### config.mk
export PLATFORM = sky130hd
export DESIGN_NAME = iic_read_seq_flat
export DESIGN_NICKNAME = d
export VERILOG_FILES = /design/src/rtl/iic_read_seq_if.sv /design/src/rtl/iic_read_seq.sv /design/src/flat_wrapper.sv
export SDC_FILE = /design/constraint.sdc
export NUM_CORES = 1
export LEC_CHECK = 0
export BUFFER_PORTS_ARGS = -buffer_cell sky130_fd_sc_hd__buf_2
export CAP_MARGIN = 20
export CORE_MARGIN = 10
export CORE_UTILIZATION = 55
export CTS_CLUSTER_SIZE = 12
export DETAILED_ROUTE_END_ITERATION = 10
export PLACE_DENSITY_LB_ADDON = 0.1
export SLEW_MARGIN = 30
export SYNTH_ARGS = -nofsm -noshare
export SYNTH_HDL_FRONTEND = slang
export SYNTH_SLANG_ARGS = --single-unit
### constraint.sdc
create_clock -name I_clk -period 1.9 [get_ports I_clk]
set_input_delay 0.095 -clock I_clk [delete_from_list [all_inputs] [get_ports I_clk]]
set_output_delay 0.095 -clock I_clk [all_outputs]
set_load 0.01 [all_outputs]
### src/rtl/iic_read_seq_if.sv
// ---------------------------------------------------------------------------
// iic_read_seq_if
// Bundle of every non-clock signal of the burst read sequencer.
//   master : the sequencer itself (drives O_*, samples I_*)
//   slave  : the surroundings: start/consumer logic and the byte read engine
//   Start request : I_start, I_base_addr[7:0], I_count[3:0]
//   Engine side   : O_recv_en, O_dev_addr[6:0], O_word_addr[7:0],
//                   I_read_data[7:0], I_done_flag
//   Byte stream   : O_data[7:0], O_data_valid, I_data_ready
//   Status        : O_busy, O_done, O_err, O_err_addr[7:0]
// ---------------------------------------------------------------------------
interface iic_read_seq_if;
    logic       I_start;
    logic [7:0] I_base_addr;
    logic [3:0] I_count;
    logic       O_recv_en;
    logic [6:0] O_dev_addr;
    logic [7:0] O_word_addr;
    logic [7:0] I_read_data;
    logic       I_done_flag;
    logic [7:0] O_data;
    logic       O_data_valid;
    logic       I_data_ready;
    logic       O_busy;
    logic       O_done;
    logic       O_err;
    logic [7:0] O_err_addr;

    modport master (
        input  I_start, I_base_addr, I_count, I_read_data, I_done_flag, I_data_ready,
        output O_recv_en, O_dev_addr, O_word_addr, O_data, O_data_valid,
               O_busy, O_done, O_err, O_err_addr
    );

    modport slave (
        output I_start, I_base_addr, I_count, I_read_data, I_done_flag, I_data_ready,
        input  O_recv_en, O_dev_addr, O_word_addr, O_data, O_data_valid,
               O_busy, O_done, O_err, O_err_addr
    );
endinterface

### src/rtl/iic_read_seq.sv
// ---------------------------------------------------------------------------
// iic_read_seq
// Burst read sequencer placed in front of a single-byte I2C read engine.
// One start pulse reads I_count consecutive word addresses: the engine enable
// is pulsed once per byte, the returned byte is offered on a valid/ready
// stream, each engine transaction is bounded by a timeout and retried, and a
// byte that keeps timing out aborts the burst with its address reported.
// Ports:
//   I_clk   : clock
//   I_rst_n : asynchronous active-low reset
//   bus     : iic_read_seq_if.master (start request, engine, stream, status)
// ---------------------------------------------------------------------------
module iic_read_seq #(
    parameter logic [6:0]  C_DEV_ADDR  = 7'h50,
    parameter logic [19:0] C_TIMEOUT   = 20'd600000,
    parameter logic [1:0]  C_MAX_RETRY = 2'd2,
    parameter logic [2:0]  C_GAP       = 3'd4
) (
    input  logic           I_clk,
    input  logic           I_rst_n,
    iic_read_seq_if.master bus
);

    typedef enum logic [2:0] {
        S_IDLE, S_ISSUE, S_WAIT, S_PUSH, S_GAP, S_FINISH
    } state_t;

    state_t      r_state, w_next;

    logic        r_recv_en;
    logic [7:0]  r_word_addr;
    logic [7:0]  r_data;
    logic        r_data_valid;
    logic        r_busy;
    logic        r_done;
    logic        r_err;
    logic [7:0]  r_err_addr;
    logic [3:0]  r_remain;
    logic [1:0]  r_retry;
    logic [19:0] r_tcnt;
    logic [2:0]  r_gcnt;

    // decoded events of the current cycle
    logic w_start, w_got, w_tmo, w_retry, w_abort, w_accept, w_gap_end;

    // ---------------- state register ----------------
    always_ff @(posedge I_clk or negedge I_rst_n) begin
        if (!I_rst_n) r_state <= S_IDLE;
        else          r_state <= w_next;
    end

    // ---------------- next state ----------------
    always_comb begin
        w_next = r_state;
        case (r_state)
            S_IDLE:   if (w_start) w_next = (bus.I_count == 4'd0) ? S_FINISH : S_ISSUE;
            S_ISSUE:  w_next = S_WAIT;
            S_WAIT: begin
                if (w_got)        w_next = S_PUSH;
                else if (w_retry) w_next = S_GAP;
                else if (w_abort) w_next = S_FINISH;
            end
            S_PUSH:   if (w_accept) w_next = (r_remain == 4'd1) ? S_FINISH : S_GAP;
            S_GAP:    if (w_gap_end) w_next = S_ISSUE;
            S_FINISH: w_next = S_IDLE;
            default:  w_next = S_IDLE;
        endcase
    end

    // ---------------- output / event decode ----------------
    always_comb begin
        w_start   = (r_state == S_IDLE) && bus.I_start;
        w_got     = (r_state == S_WAIT) && bus.I_done_flag;
        // a done arriving on the last counted clock still wins over the timeout
        w_tmo     = (r_state == S_WAIT) && !bus.I_done_flag && (r_tcnt == C_TIMEOUT - 20'd1);
        w_retry   = w_tmo && (r_retry < C_MAX_RETRY);
        w_abort   = w_tmo && !(r_retry < C_MAX_RETRY);
        w_accept  = (r_state == S_PUSH) && r_data_valid && bus.I_data_ready;
        w_gap_end = (r_state == S_GAP) && (r_gcnt == C_GAP - 3'd1);
    end

    // ---------------- datapath registers ----------------
    always_ff @(posedge I_clk or negedge I_rst_n) begin
        if (!I_rst_n) begin
            r_recv_en    <= 1'b0;
            r_word_addr  <= 8'h00;
            r_data       <= 8'h00;
            r_data_valid <= 1'b0;
            r_busy       <= 1'b0;
            r_done       <= 1'b0;
            r_err        <= 1'b0;
            r_err_addr   <= 8'h00;
            r_remain     <= 4'd0;
            r_retry      <= 2'd0;
            r_tcnt       <= 20'd0;
            r_gcnt       <= 3'd0;
        end else begin
            r_done <= (r_state == S_FINISH);
            if (r_state == S_FINISH) r_busy <= 1'b0;

            if (w_start) begin
                r_word_addr <= bus.I_base_addr;
                r_remain    <= bus.I_count;
                r_retry     <= 2'd0;
                r_err       <= 1'b0;
                r_err_addr  <= 8'h00;
                r_busy      <= 1'b1;
            end

            if (r_state == S_ISSUE) begin
                r_recv_en <= 1'b1;
                r_tcnt    <= 20'd0;
            end

            if (r_state == S_WAIT) r_tcnt <= r_tcnt + 20'd1;

            // enable must drop on the done edge, or the engine starts again
            if (w_got) begin
                r_data       <= bus.I_read_data;
                r_data_valid <= 1'b1;
                r_recv_en    <= 1'b0;
                r_retry      <= 2'd0;
            end

            if (w_tmo)   r_recv_en <= 1'b0;
            if (w_retry) r_retry   <= r_retry + 2'd1;
            if (w_abort) begin
                r_err      <= 1'b1;
                r_err_addr <= r_word_addr;
            end

            if (w_accept) begin
                r_data_valid <= 1'b0;
                r_remain     <= r_remain - 4'd1;
                r_word_addr  <= r_word_addr + 8'd1;
            end

            // gap counter runs only while idling the engine between attempts
            if (r_state == S_GAP) r_gcnt <= r_gcnt + 3'd1;
            else                  r_gcnt <= 3'd0;
        end
    end

    assign bus.O_recv_en    = r_recv_en;
    assign bus.O_dev_addr   = C_DEV_ADDR;
    assign bus.O_word_addr  = r_word_addr;
    assign bus.O_data       = r_data;
    assign bus.O_data_valid = r_data_valid;
    assign bus.O_busy       = r_busy;
    assign bus.O_done       = r_done;
    assign bus.O_err        = r_err;
    assign bus.O_err_addr   = r_err_addr;

endmodule

### src/flat_wrapper.sv
// flat-port wrapper written by rule: the top's interface ports become plain ports
module iic_read_seq_flat 
#(
    parameter logic [6:0]  C_DEV_ADDR  = 7'h50,
    parameter logic [19:0] C_TIMEOUT   = 20'd600000,
    parameter logic [1:0]  C_MAX_RETRY = 2'd2,
    parameter logic [2:0]  C_GAP       = 3'd4
)
  (I_clk, I_rst_n, bus_I_start, bus_I_base_addr, bus_I_count, bus_I_read_data, bus_I_done_flag, bus_I_data_ready, bus_O_recv_en, bus_O_dev_addr, bus_O_word_addr, bus_O_data, bus_O_data_valid, bus_O_busy, bus_O_done, bus_O_err, bus_O_err_addr);
  iic_read_seq_if bus_i ();
  input  logic I_clk;
  input  logic I_rst_n;
  input wire logic [$bits(bus_i.I_start)-1:0] bus_I_start;
  input wire logic [$bits(bus_i.I_base_addr)-1:0] bus_I_base_addr;
  input wire logic [$bits(bus_i.I_count)-1:0] bus_I_count;
  input wire logic [$bits(bus_i.I_read_data)-1:0] bus_I_read_data;
  input wire logic [$bits(bus_i.I_done_flag)-1:0] bus_I_done_flag;
  input wire logic [$bits(bus_i.I_data_ready)-1:0] bus_I_data_ready;
  output wire logic [$bits(bus_i.O_recv_en)-1:0] bus_O_recv_en;
  output wire logic [$bits(bus_i.O_dev_addr)-1:0] bus_O_dev_addr;
  output wire logic [$bits(bus_i.O_word_addr)-1:0] bus_O_word_addr;
  output wire logic [$bits(bus_i.O_data)-1:0] bus_O_data;
  output wire logic [$bits(bus_i.O_data_valid)-1:0] bus_O_data_valid;
  output wire logic [$bits(bus_i.O_busy)-1:0] bus_O_busy;
  output wire logic [$bits(bus_i.O_done)-1:0] bus_O_done;
  output wire logic [$bits(bus_i.O_err)-1:0] bus_O_err;
  output wire logic [$bits(bus_i.O_err_addr)-1:0] bus_O_err_addr;
  assign bus_i.I_start = bus_I_start;
  assign bus_i.I_base_addr = bus_I_base_addr;
  assign bus_i.I_count = bus_I_count;
  assign bus_i.I_read_data = bus_I_read_data;
  assign bus_i.I_done_flag = bus_I_done_flag;
  assign bus_i.I_data_ready = bus_I_data_ready;
  assign bus_O_recv_en = bus_i.O_recv_en;
  assign bus_O_dev_addr = bus_i.O_dev_addr;
  assign bus_O_word_addr = bus_i.O_word_addr;
  assign bus_O_data = bus_i.O_data;
  assign bus_O_data_valid = bus_i.O_data_valid;
  assign bus_O_busy = bus_i.O_busy;
  assign bus_O_done = bus_i.O_done;
  assign bus_O_err = bus_i.O_err;
  assign bus_O_err_addr = bus_i.O_err_addr;
  iic_read_seq #(.C_DEV_ADDR(C_DEV_ADDR), .C_TIMEOUT(C_TIMEOUT), .C_MAX_RETRY(C_MAX_RETRY), .C_GAP(C_GAP)) u_core (.I_clk(I_clk), .I_rst_n(I_rst_n), .bus(bus_i));
endmodule
==> results.yml <==
min_path:
  hold_path_class: "in -> reg"
  min-delay-start: "bus_I_count[1]"
  worstHoldPathCells: 3
  min_to: "u_core.r_remain[1]"
critical_path:
  crit_path_cell_trace: "or3b_4 > and4bb_1 > nand4_1 > mux2i_1"
  r2r_end: "u_core.r_tcnt[15]"
  cp.required_ns: 2.11
  crit_path_start_kind: "register"
  worst-setup-path-type: "reg -> reg"
  r2r_slack_ns: 0.10
  arrival_ns: 2.01
  ff2ff_path_depth: 4
  worstPathMaxFanout: 7
  cp_slowest_cell: "and4bb_1"
  critPathMaxStageDelay_ns: 0.47
  reg2reg_from: "u_core.r_state[2]"
  end_kind: "register"
timing:
  slew_violations: 0
  setup_viol: 0
  period_share_pct: 94.7
  fin_worst_skew_ns: 0.0102
  rsz0062_at_grt: "no"
  finalSetupTns_ns: 0
  max-slew-margin-rel_pct: 64.5
  hold_viol_final: 0
  layout_min_cycle_time_ns: 1.80
  tightestPinTransition_ns: 0.532
  setup_ws_ns: 0.102
  fmax_mhz: 556
power:
  leakagePower_nw: 1.94
  irDropWorstVdd_mv: 0.864
  power.density_nw_per_um2: 1240
synth:
  ys_seq_area_share_pct: 49.2
  synth_area_leaders: "dfrtp_1 (49%), mux2i_1 (7.1%), nand2_1 (5.3%)"
  ys_async_sr_fraction_pct: 100
  synthCells: 309
  synth_top_area_cell: "dfrtp_1"
  ys.flop_type: "dfrtp_1"
  synth_cell_types: 56
  yosys_warnings: 0
  synth.avg_cell_area_um2: 10.0
  synth_edf_count: 0
  synth_top_area_share_pct: 49.2
  syn_area_um2: 3100
  ys_seq_elements: 61
finish:
  syn_to_final_growth_pct: 22.5
  finalNetCount: 414
  final_common_cell: "dfrtp_1"
  drive_above_1_share_pct: 26.6
  diodes: 0
  final_cell_mix: "dfrtp_1 (59), buf_2 (53), nand2_1 (44)"
  stdcell_count: 459
run:
  drv_cap: 0
clock_network:
  postCtsSetupRepairBufs: 0
  numCtsBuffers: 9
  clock_latency_ns: 0.34
  clkSinkCount: 61
  cts_tree: "done"
  clock_path_buffers: 2
  cts_max_level: 3
  cts.clk_slew.worst_paths_ns: 0.07
  root_buffer: "clkbuf_8"
die:
  pin_count: 61
  start_util_pct: 56.4
  rows: 27
  chipWidth_um: 95.1
  core_area_um2: 5510
  die-area_um2: 9050
  die_height_um: 95.1
global_routing:
  antenna_found_initial: 0
  grt_max_degree: 40
  grt_overflow: 0
  track_usage_pct: 16.4
  grt_pass1_vias: 2520
  grt_pass1_wl_um: 12000
place:
  dp_cells: 434
  gp_congestion: 0.824
  dp_hpwl_um: 5250
  pre_cts_ws_ns: 0.104
  port_buffers: 53
route:
  avgRoutedWirePerCell_um: 15.7
  dr.pass1.iters: 4
  routed_wl_um: 7220
  initialDrtViolationCount: 129
  ant_nets: 0
  viasPerCell: 5.50
  drc_errors: 0
  vias: 2523
status:
  outcome: "completed"
-- how the worst max path moves through the flow --
stage | start | endpoint | slack [ns] | depth (start not counted)
after floorplan | u_core.r_tcnt[14] | u_core.r_retry[0] | 0.20 | 4
after global placement | u_core.r_tcnt[14] | u_core.r_retry[0] | 0.15 | 4
after detailed placement | u_core.r_state[2] | u_core.r_tcnt[18] | 0.10 | 5
after CTS | u_core.r_state[2] | u_core.r_tcnt[18] | 0.07 | 5
after global routing | u_core.r_tcnt[0] | u_core.bus.O_err_addr[4] | 0.001 | 6
final | u_core.r_state[2] | u_core.r_tcnt[15] | 0.10 | 4
-- cell type report --
type,instances,area (um^2)
clock buffer,11,151
clock inverter,4,47.5
fill,412,1700
inverter,14,52.6
multi-input combinational,218,1430
sequential,61,1530
tap,72,90.1
timing repair buffer,79,502
-- critical path, delay by kind of cell, from the launching register on --
| family | cells | cell delay [ns] |
|---|---|---|
| muxes | 1 | 0.15 |
| DFF | 1 | 0.45 |
| and+or+nand+nor | 3 | 1.06 |
-- metal layers --
layer	track usage, %	share of wire, %
met4	7.23	1.5
met5	0	0
met1	22.0	45
met3	4.79	6.8
met2	24.1	47
-- what timing repair did --
| action | in CTS | in global routing |
|---|---|---|
| gates resized for setup | 0 | 7 |
| endpoints found under the hold margin | 31 | 0 |
| endpoints found under the setup margin | 0 | 10 |
| hold buffers | 10 | 0 |
-- cells in the mapped netlist, drive strengths merged, types with 2 or more instances --
cell type / n
o21ai: 23
nand3: 16
a21oi: 10
o21a: 2
inv: 14
conb: 2
nor4b: 2
and4: 5
ha: 6
nand2: 44
nor3b: 4
nor2: 13
nand4: 6
or3b: 2
or4b: 2
buf: 16
a31oi: 4
nor4: 3
mux2i: 22
nor3: 3
mux2: 8
o22ai: 3
clkbuf: 5
and3: 6
and2: 3
dfrtp: 61
a32oi: 2
-- stage by stage --
stage          instance area, um^2  total power, mW  hold WS, ns  utilization [%]
2_1_floorplan                 3120             2.89       -0.201                -
3_3_place_gp                  3490             3.48        0.109             63.4
3_5_place_dp                  3490             3.53        0.111             63.4
4_1_cts                       3790             4.73      0.00173             68.8
5_1_grt                       3800             5.04      0.00822             69.1
6_report                      3800             4.72      0.00307             69.1
-- state kept, by name (all words and copies together), names as in the netlist --
signal,count
u_core.bus.O_busy,1
u_core.bus.O_data,8
u_core.bus.O_data_valid,1
u_core.bus.O_done,1
u_core.bus.O_err,1
u_core.bus.O_err_addr,8
u_core.bus.O_recv_en,1
u_core.bus.O_word_addr,8
u_core.r_gcnt,3
u_core.r_remain,4
u_core.r_retry,2
u_core.r_state,3
u_core.r_tcnt,20
-- kinds of logic after synthesis --
| group | Yosys count | synth area share, % |
|---|---|---|
| compound gates | 57 | 11.5 |
| xor+xnor | 1 | 0.282 |
| fa+ha+maj | 6 | 2.42 |
| buf+inv | 35 | 5.60 |
| flops | 61 | 49.2 |
| mux | 30 | 10.0 |
| other cells | 2 | 0.242 |
| simple gates | 117 | 20.8 |
-- where the power goes --
group | internal [mW] | total, mW | switching, mW
registers | 1.61 | 1.87 | 0.262
clock network | 0.665 | 1.17 | 0.503
logic | 0.734 | 1.68 | 0.945
total | 3.01 | 4.72 | 1.71
No activity file was read; power rests on OpenSTA's default activity.
